### src/rtl/stopwatch_ctrl.sv
// stopwatch_ctrl: button sync/debounce, press events and run/stop/clear FSM for the stopwatch counter.
// Define STOPWATCH_LAP_EN to add the lap button path and the LAP (frozen display) state.
`timescale 1ns/1ps
module stopwatch_ctrl #(
    parameter int unsigned DEBOUNCE_TICKS = 4
) (
    input  logic       clock,
    input  logic       reset_n,
    input  logic       tick,
    input  logic       start_btn,
    input  logic       stop_btn,
    input  logic       clear_btn,
`ifdef STOPWATCH_LAP_EN
    input  logic       lap_btn,
`endif
    output logic       count_en,
    output logic       count_clr,
    output logic       display_hold,
    output logic [1:0] state
);
`ifdef STOPWATCH_LAP_EN
    localparam int NB = 4;
`else
    localparam int NB = 3;
`endif
    localparam logic [7:0] DB_LAST = 8'(DEBOUNCE_TICKS - 1);

    typedef enum logic [1:0] {IDLE = 2'b00, RUN = 2'b01, STOP = 2'b10, LAP = 2'b11} state_t;

    logic [NB-1:0] btn_raw, sync1_q, sync2_q, deb_q, deb_d, deb_prev_q, evt;
    logic [7:0]    cnt_q [NB];
    logic [7:0]    cnt_d [NB];
    state_t        state_q, state_d;
    logic          clr_q, clr_d, en_q, en_d, hold_q, hold_d;

`ifdef STOPWATCH_LAP_EN
    assign btn_raw = {lap_btn, clear_btn, stop_btn, start_btn};
`else
    assign btn_raw = {clear_btn, stop_btn, start_btn};
`endif
    assign evt = deb_q & ~deb_prev_q;

    // debounce: count ticks while the synced level disagrees, adopt it after DEBOUNCE_TICKS
    always_comb begin
        deb_d = deb_q;
        for (int b = 0; b < NB; b++) begin
            cnt_d[b] = cnt_q[b];
            if (sync2_q[b] == deb_q[b]) cnt_d[b] = 8'd0;
            else if (tick) begin
                if (cnt_q[b] == DB_LAST) begin
                    deb_d[b] = sync2_q[b];
                    cnt_d[b] = 8'd0;
                end else cnt_d[b] = cnt_q[b] + 8'd1;
            end
        end
    end

    // next state: per state, the highest-priority valid event (clear > stop > lap > start) acts
    always_comb begin
        state_d = state_q;
        clr_d   = 1'b0;
        case (state_q)
            IDLE: begin
                if (evt[2]) clr_d = 1'b1;
                else if (evt[0]) state_d = RUN;
            end
            RUN: begin
                if (evt[1]) state_d = STOP;
`ifdef STOPWATCH_LAP_EN
                else if (evt[3]) state_d = LAP;
`endif
            end
            STOP: begin
                if (evt[2]) begin
                    state_d = IDLE;
                    clr_d   = 1'b1;
                end else if (evt[0]) state_d = RUN;
            end
`ifdef STOPWATCH_LAP_EN
            LAP: begin
                if (evt[1]) state_d = STOP;
                else if (evt[3]) state_d = RUN;
            end
`endif
            default: state_d = IDLE;
        endcase
        en_d   = (state_d == RUN) || (state_d == LAP);
`ifdef STOPWATCH_LAP_EN
        hold_d = (state_d == LAP);
`else
        hold_d = 1'b0;
`endif
    end

    // all state: synchronisers, debounce, edge history, FSM and registered outputs
    always_ff @(posedge clock or negedge reset_n) begin
        if (!reset_n) begin
            sync1_q    <= '0;
            sync2_q    <= '0;
            deb_q      <= '0;
            deb_prev_q <= '0;
            for (int b = 0; b < NB; b++) cnt_q[b] <= 8'd0;
            state_q    <= IDLE;
            clr_q      <= 1'b0;
            en_q       <= 1'b0;
            hold_q     <= 1'b0;
        end else begin
            sync1_q    <= btn_raw;
            sync2_q    <= sync1_q;
            deb_q      <= deb_d;
            deb_prev_q <= deb_q;
            for (int b = 0; b < NB; b++) cnt_q[b] <= cnt_d[b];
            state_q    <= state_d;
            clr_q      <= clr_d;
            en_q       <= en_d;
            hold_q     <= hold_d;
        end
    end

    assign count_en  = en_q;
    assign count_clr = clr_q;
`ifdef STOPWATCH_LAP_EN
    assign display_hold = hold_q;
`else
    assign display_hold = 1'b0;
`endif
    assign state = state_q;
endmodule

### config.mk
export PLATFORM = sky130hd
export DESIGN_NAME = stopwatch_ctrl
export DESIGN_NICKNAME = d
export VERILOG_FILES = /design/src/rtl/stopwatch_ctrl.sv
export SDC_FILE = /design/constraint.sdc
export NUM_CORES = 1
export LEC_CHECK = 0
export BUFFER_PORTS_ARGS = -buffer_cell sky130_fd_sc_hd__buf_2
export CAP_MARGIN = 20
export CORE_UTILIZATION = 56
export CTS_BUF_LIST = sky130_fd_sc_hd__clkbuf_4
export DETAILED_ROUTE_END_ITERATION = 8
export PLACE_DENSITY = 0.77
export SLEW_MARGIN = 40
export SYNTH_ARGS = -nofsm -noshare
export SYNTH_HDL_FRONTEND = slang
export SYNTH_SLANG_ARGS = --single-unit
export TNS_END_PERCENT = 100
### constraint.sdc
create_clock -name clock -period 2 [get_ports clock]
set_clock_uncertainty 0.2 [all_clocks]
set_input_delay 0.4 -clock clock [delete_from_list [all_inputs] [get_ports clock]]
set_output_delay 0.4 -clock clock [all_outputs]
set_load 0.005 [all_outputs]
---- Yosys cells after proc, flatten, opt, wreduce, memory -nomap -nowiden ----
Cells that the tools add are included.
cells by class
  add/subtract/negate cells ............... 3
  equal/unequal tests ..................... 10
  mux-type cells .......................... 16
  bitwise operators ....................... 5
  reduce and logical (&&, ||, !) cells .... 9
operator list
  kind                                                              count
  8-bit two-way mux                                                 9
  8-bit by 1-bit adder with 8-bit output (second input constant)    3
  8-bit by 2-bit == test with 1-bit output (second input constant)  3
  3-bit AND reduction                                               3
  2-bit two-way mux                                                 4
  2-bit one-hot mux with 3 select lines                             1
  2-bit nonzero test                                                3
  2-bit by 1-bit == test with 1-bit output (second input constant)  2
  2-bit == test (second input constant)                             2
  3-bit bitwise AND                                                 1
  1-bit == test                                                     3
  1-bit inverter                                                    3
  3-bit inverter                                                    1
  2-bit logical NOT                                                 1
  1-bit two-way mux                                                 2
  2-bit OR reduction                                                1
  1-bit logical OR                                                  1
storage, ports and cells
  register bits after elaboration ......... 40
  input port bits ......................... 6
  logic and storage cells ................. 55

---- Logic depth before layout (Yosys ltp) ----
Gate-level depths: netlist (run 1).
  depth in word-level cells ............... 7
  mapped depth ............................ 6
  mapped depth without buffers ............ 5

---- Worst setup path before layout (run 1) ----
OpenSTA, ideal clock, no wires.
  path kind ............................... register to register
  start ................................... register cnt_q[0] in the netlist's numbering
  end ..................................... register deb_q[2]
  arrival ................................. 1.675 ns
  data required time ...................... 1.675 ns
  path slack .............................. 0.000 ns
  cell stages (with the launch flop) ...... 5
  buffers on the path ..................... 0
  clock period less this slack ............ 2.000 ns
  path through ............................ dfrtp_1 > ha_1 > or4b_1 > or3_4 > mux2_4
on the way
  cells in the longest elaborated chain, start to end .. 2
ends and longest elaborated chain
  item                                      RTL line  source
  start, declared                           31        logic [7:0] cnt_q [NB];
  8-bit by 2-bit == test with 1-bit output  50        if (cnt_q[b] == DB_LAST) begin
  3-bit AND reduction (no source line)      n/a
  end signal, assigned                      100       deb_q <= '0;
  end signal, assigned                      110       deb_q <= deb_d;
  end, declared                             30        logic [NB-1:0] btn_raw, sync1_q, sync2_q, deb_q, deb_d, deb_prev_q, evt;
Every way passes these cells.
A chain may end at the register's enable or synchronous reset.

---- Final worst setup path (run 1) ----
Ends and elaborated chain as after synthesis.

==> results of run 1 <==
==> logic make-up after synthesis <==
| logic type | count (synthesis) |
|---|---|
| other | 1 |
| AO/OA/AOI/OAI | 34 |
| XOR/XNOR | 17 |
| adder cells (fa/ha/maj) | 3 |
| AND/OR/NAND/NOR | 55 |
| buffers and inverters | 5 |
| flip-flops | 40 |
| multiplexers | 4 |
==> registers in the layout, summed over array words and instances, names as in the netlist <==
register,flops
cnt_q,24
count_clr,1
count_en,1
deb_prev_q,3
deb_q,3
state,2
sync1_q,3
sync2_q,3
==> final cells by class <==
| class | instances | area (um^2) | area share (%) |
|---|---|---|---|
| sequential | 40 | 1000 | 47.3 |
| tap | 44 | 55.1 | 2.60 |
| inverter | 1 | 3.75 | 0.177 |
| clock buffer | 7 | 52.6 | 2.48 |
| multi-input combinational | 114 | 811 | 38.3 |
| timing repair buffer | 27 | 190 | 8.98 |
| clock inverter | 1 | 3.75 | 0.177 |
==> critical path, cell delays in order (launching register included) <==
cell and delay (ns):
dfrtp_1 0.37, ha_2 0.18, or4b_4 0.46, or3_4 0.40, mux2_4 0.30
==> metal layers <==
| metal | up-vias | track usage (%) | share of wire (%) |
|---|---|---|---|
| li1 | 638 | - | - |
| met1 | 653 | 28.9 | 45 |
| met2 | 33 | 37.7 | 49 |
| met3 | 20 | 5.05 | 2.7 |
| met4 | 0 | 13.6 | 3.4 |
| met5 | - | 0 | 0 |
==> timing repair <==
item                                    CTS  global route
hold buffers                              4             0
hold endpoints to repair                 30             0
setup buffers                             0             2
endpoints found under the setup margin    1            12
resized for setup                         1             4
==> power groups by stage <==
stage | Sequential, mW | Clock [mW] | Combinational (mW)
after global placement | 1.10 | 0 | 0.558
final | 1.10 | 0.405 | 0.633
after global routing | 1.13 | 0.452 | 0.721
after detailed placement | 1.12 | 0 | 0.588
after floorplan | 1.10 | 0 | 0.382
after CTS | 1.10 | 0.416 | 0.601
==> through the flow <==
| step | utilization [%] | total power, mW |
|---|---|---|
| detailed placement | 65.0 | 1.71 |
| CTS | 68.3 | 2.12 |
| finish | 69.3 | 2.14 |
| floorplan | - | 1.48 |
| global placement | 65.0 | 1.66 |
| global route | 69.3 | 2.30 |
==> cells in the mapped netlist (2+ instances only) <==
cell type   n
dfrtp_1    40
nor2_1     15
xor2_1     11
nand2_1     9
a21oi_1     5
o2111ai_1   5
xnor2_1     5
a31oi_1     4
and3_1      4
nand2b_1    4
nand3_1     4
o21ai_0     4
o31ai_1     4
ha_1        3
mux2_2      3
nor2b_1     3
o211ai_1    3
a22o_1      2
nor3_1      2
nor4b_1     2
or2_2       2
or3_1       2
==> worst min path at each step <==
stage                              start              endpoint  slack, ns  cells past startpoint
floorplan                        reset_n  cnt_q[0]$_DFFE_PN0P_       -0.1                      0
global placement    sync1_q[0]$_DFF_PN0_  sync2_q[0]$_DFF_PN0_       0.13                      0
detailed placement  sync1_q[0]$_DFF_PN0_  sync2_q[0]$_DFF_PN0_       0.14                      0
CTS                 sync1_q[0]$_DFF_PN0_  sync2_q[0]$_DFF_PN0_       0.16                      0
global route        sync1_q[1]$_DFF_PN0_  sync2_q[1]$_DFF_PN0_       0.17                      0
finish              sync1_q[1]$_DFF_PN0_  sync2_q[1]$_DFF_PN0_       0.16                      0
==> metrics.txt, run 1 <==
status finished with violations; violations in the final reports negative setup slack; post-CTS clock slew at the launch and capture registers of the worst setup and hold paths 0.11 ns; type of destination of the critical path register; number of inserted diodes 0; CP max FO 2; r2r endpoint deb_q[2]$_DFFE_PN0P_; Non-Filler Cell Area, Final 0.00212 mm^2; crit path launch cnt_q[0]$_DFFE_PN0P_; DIE HEIGHT 58.9 um; half-perimeter wire length after placement roughly 2400 um; length in cells of the worst reg-to-reg path 4; Post-Syn Area 0.00182 mm^2; non-filler cells in the finished layout 234; number of buffers created by CTS 5; share of Yosys cell area claimed by the top area cell type 55.1%; fraction of power consumed by combinational cells 29.6%; number of I/O port buffers 9; capturing instance or port of the critical path deb_q[2]$_DFFE_PN0P_; period utilisation layout 100%; Max Root-Sink Buffers 2; post-synth top area cell dfrtp_1; Leak around 1 nW; simple-gate portion of the synthesized area 16.4%; hold violation count in the final report 0; die width 58.9 um; vias in the first global route roughly 1300; largest family of logic cells by synthesized area simple AND/OR/NAND/NOR gates; tightest slew margin relative to the limit 58.5%; r2r startpoint cnt_q[0]$_DFFE_PN0P_; required time worst endpoint 2.03 ns; worst slack at placement 0.00581 ns; most used flip-flop cell after synthesis dfrtp_1; flip-flop and latch count after synthesis 40; most common library cell in the layout ignoring fill and taps dfrtp_1; adder and majority cell fraction of the synthesized area 2.07%; relative area change from synthesis to final layout 16.6%; number of DRC violations after detailed routing 0; Clock Power Share approximately a fifth; number of vias in the routed layout 1344; Int Power 1.44 mW; FFs w/ async S/R, synth 100%; Avg Inst Size Synth 11.4 um^2; net load switching power 0.700 mW; Initial DRT Pass Iterations 4; Worst Path Class, Setup register to register; share of the synthesized area in compound gates (AO/OA/AOI/OAI) between 10% and 20%; placed cell count 220; achievable frequency 0.498 GHz; Total Die Area between 0.003 and 0.004 mm^2; Layout Nets 198; remaining global-route overflow 0; number of clock sinks 40; slack of the worst reg-to-reg path -0.009 ns; share of synthesized area spent on multiplexers between 2 and 3%; Setup TNS -0.00939 ns; Hold/Removal Path Class register to register; setup-violating endpoint count in the final report 1; vias per cell 5.74; cell count after synthesis 159; worst hold margin 0.164 ns; worst-skew pair later-pin latency about 0.34 ns; root buf cell clkbuf_4; total of max-cap violations 0; Switching Fraction about 33%; net count after synthesis 168; wire per inst ~15 um; RSZ-0062 raised after global routing yes; number of antenna violations at the first check in global routing 0; Power per Cell Area 1010 mW/mm^2; gp weighted congestion 0.848; fraction of final layout cells with drive strength greater than 1 23.2%; xor-xnor portion of the synthesized cell area 8.61%; maximum vdd drop 0.608 mV; post-place instance area 0.00199 mm^2; PnR worst setup slack -0.00939 ns; part of the Yosys area used for sequential elements a little under three fifths; transition time at the pin with the least slew margin just over 0.6 ns; H-tree Lvls 2; filler instances 227; final period demand of the worst path 2.01 ns; commonest cells after routing, fill and taps aside dfrtp_1 (40), nor2_1 (15), buf_4 (14), xor2_1 (11), buf_2 (9); global routing usage summed across all routing layers 23.3%; initial DRC count 63; total core area 0.00305 mm^2; number of flops mapped to enable cells by yosys 0; standard-cell rows 20; number of top-level design ports 11; first-pass GRT wire length just under 6000 um; arrival time at the worst endpoint between 2 and 2.5 ns; Post-DRT Antenna Nets 0; YS warnings 0; sequential share of power 51.5%; CTS tree done; initial standard-cell utilization of the core 59.5%; type of element launching the critical path register; Routed WL 3400 um; post-synthesis cell type count 45; largest net degree at the start of global routing 30; max-slew violation count 0; main area contributors after synthesis dfrtp_1 (55%), xor2_1 (5.3%), nor2_1 (3.1%), o2111ai_1 (2.4%), xnor2_1 (2.4%)
Power figures use the tool's default switching activity.
==> run 2, diff against run 1 <==
--- a/config.mk
+++ b/config.mk
@@ -10,7 +10,9 @@
 export CORE_UTILIZATION = 56
 export CTS_BUF_LIST = sky130_fd_sc_hd__clkbuf_4
 export DETAILED_ROUTE_END_ITERATION = 8
+export GPL_ROUTABILITY_DRIVEN = 0
 export PLACE_DENSITY = 0.77
+export REMOVE_ABC_BUFFERS = 1
 export SLEW_MARGIN = 40
 export SYNTH_ARGS = -nofsm -noshare
 export SYNTH_HDL_FRONTEND = slang
==> run 2 against run 1 <==
  * Critical endpoint unchanged
  * Sequential power barely moved
  * Total power rose by 7.4%
  * Global-route usage fell by 1.1 points
  * Count of clock-buffer cells in the layout fell by 2
  * Final cell count rose by 1.3%
  * Via count barely moved
  * Register-to-register slack improved by 0.02 ns
  * Non-clock buffer count rose by 3
  * Critical path type unchanged
  * Largest power group unchanged
  * Combinational power rose by 7.0%
  * The run now ends clean
  * Final area rose by 1.9%
  * Setup slack improved by 0.016 ns
==> metrics.txt, run 2 (synthesized netlist as in run 1, its figures left out) <==
status finished clean; H-tree Lvls 2 (unchanged); Final Total Pwr 2.30 mW (+7.4%); Power per Cell Area 1070 mW/mm^2 (+5.4%); net load switching power 0.739 mW (+5.6%); total of max-cap violations 0 (unchanged); CP Cell Sequence ha_1 > or4b_1 > or3_4 > mux2_4; die width 58.9 um (unchanged); fraction of power consumed by combinational cells 29.4% (-0.2 points); Leak 1.02 nW (+2.3%); Non-Filler Cell Area, Final 0.00216 mm^2 (+1.9%); total core area 0.00305 mm^2 (unchanged); vias in the first global route 1306 (-2.2%); required time worst endpoint 2.05 ns (+0.02 ns); global routing usage summed across all routing layers 22.2% (-1.1 points); Max Root-Sink Buffers 2 (unchanged); final period demand of the worst path 1.99 ns (-0.0157 ns); Post-DRT Antenna Nets 0 (unchanged); flip-flop count of the largest register, all copies and words added 24 (unchanged); fraction of final layout cells with drive strength greater than 1 23.8% (+0.68 points); remaining global-route overflow 0 (unchanged); filler instances 220 (-3.1%); worst hold margin 0.162 ns (-0.00218 ns); Int Power 1.56 mW (+8.3%); Switching Fraction 32.2% (-0.56 points); CTS tree done; vias per cell 5.67 (-1.3%); standard-cell rows 20 (unchanged); number of vias in the routed layout 1343 (-0.074%); Total Die Area 0.00347 mm^2 (unchanged); largest net degree at the start of global routing 20 (-33%); root buf cell clkbuf_4; initial standard-cell utilization of the core 59.5% (unchanged); type of element launching the critical path register; Hold/Removal Path Class register to register; DIE HEIGHT 58.9 um (unchanged); hold violation count in the final report 0 (unchanged); number of buffers created by CTS 5 (unchanged); setup-violating endpoint count in the final report 0 (-1); relative area change from synthesis to final layout 18.8%; half-perimeter wire length after placement 2520 um (+4.4%); number of I/O port buffers 9 (unchanged); arrival time at the worst endpoint 2.04 ns (about the same); post-CTS clock slew at the launch and capture registers of the worst setup and hold paths 0.11 ns (about the same); type of destination of the critical path register; commonest cells after routing, fill and taps aside dfrtp_1 (40), buf_4 (17), nor2_1 (15), xor2_1 (11), buf_2 (9); Worst Path Buf+Inv 0 (unchanged); sequential share of power 47.9% (-3.6 points); slack of the worst reg-to-reg path 0.006 ns (+0.02 ns); first-pass GRT wire length 5570 um (-5.7%); CP peak stage delay 0.45 ns (about the same); register with the highest flop count cnt_q; number of clock sinks 40 (unchanged); worst-skew pair later-pin latency 0.35 ns (about the same); CP max FO 2 (unchanged); number of logic stages on the critical path including buffering 4 (unchanged); max-slew violation count 0 (unchanged); Initial DRT Pass Iterations 4 (unchanged); Routed WL 3460 um (+1.6%); r2r startpoint cnt_q[1]$_DFFE_PN0P_; post-place instance area 0.00199 mm^2 (+0.38%); Worst Path Class, Setup register to register; length in cells of the worst reg-to-reg path 4 (unchanged); achievable frequency 0.502 GHz (+0.79%); most common library cell in the layout ignoring fill and taps dfrtp_1; Layout Nets 201 (+1.5%); slowest stage cell, crit path or4b_1; number of inserted diodes 0 (unchanged); r2r endpoint deb_q[2]$_DFFE_PN0P_; RSZ-0062 raised after global routing yes; number of DRC violations after detailed routing 0 (unchanged); family with the most delay on the worst path simple AND/OR/NAND/NOR gates; Clock Power Share 22.6% (+3.7 points); crit path launch cnt_q[1]$_DFFE_PN0P_; period utilisation layout 99.7% (-0.79 points); number of antenna violations at the first check in global routing 0 (unchanged); number of top-level design ports 11 (unchanged); maximum vdd drop 0.738 mV (+21%); initial DRC count 61 (-3.2%); capturing instance or port of the critical path deb_q[2]$_DFFE_PN0P_; wire per inst 14.6 um (+0.33%)
run 2: layout make-up:
| class | instances | area, um^2 | share of cell area [%] |
|---|---|---|---|
| sequential | 40 | 1000 | 46.4 |
| multi-input combinational | 114 | 805 | 37.3 |
| timing repair buffer | 30 | 213 | 9.86 |
| tap | 44 | 55.1 | 2.55 |
| clock inverter | 3 | 42.5 | 1.97 |
| clock buffer | 5 | 37.5 | 1.74 |
| inverter | 1 | 3.75 | 0.174 |
run 2: worst min path at each step:
stage | startpoint | endpoint | slack [ns] | cells after the start
after floorplan | reset_n | cnt_q[0]$_DFFE_PN0P_ | -0.1 | 0
after global placement | reset_n | count_clr$_DFF_PN0_ | 0.09 | 1
after detailed placement | reset_n | state[0]$_DFF_PN0_ | 0.09 | 1
after CTS | sync1_q[1]$_DFF_PN0_ | sync2_q[1]$_DFF_PN0_ | 0.16 | 0
after global routing | sync1_q[1]$_DFF_PN0_ | sync2_q[1]$_DFF_PN0_ | 0.17 | 0
final | sync1_q[1]$_DFF_PN0_ | sync2_q[1]$_DFF_PN0_ | 0.16 | 0
run 2: power by group through the flow:
stage / Clock, mW / Sequential (mW) / Combinational [mW]
2_1_floorplan: 0 / 1.10 / 0.372
3_3_place_gp: 0 / 1.10 / 0.580
3_5_place_dp: 0 / 1.12 / 0.616
4_1_cts: 0.542 / 1.10 / 0.630
5_1_grt: 0.572 / 1.12 / 0.748
6_report: 0.520 / 1.10 / 0.677
run 2: what timing repair did:
action | in CTS | in global routing
pin swaps | 0 | 1
hold endpoints to repair | 14 | 0
endpoints found under the setup margin | 1 | 8
hold buffers | 4 | 0
gates resized for setup | 1 | 2
buffers inserted | 0 | 4
run 2: layer usage:
metal / wire length [um] / global-route usage (%) / part of all wire, %
met1: 1530 / 26.1 / 44
met2: 1710 / 36.5 / 49
met5: 0 / 0 / 0
met4: 87 / 13.3 / 2.5
met3: 136 / 5.93 / 3.9
run 2: metrics by stage:
stage	cells	util (%)	TNS, ns	worst slack, ns
6_report	237	70.7	0	0.00635
5_1_grt	237	70.7	-0.0232	-0.0232
4_1_cts	233	69.4	0	0.0212
3_5_place_dp	221	65.3	0	0.0107
3_3_place_gp	221	65.3	0	0.0775
2_1_floorplan	155	-	-0.785	-0.184
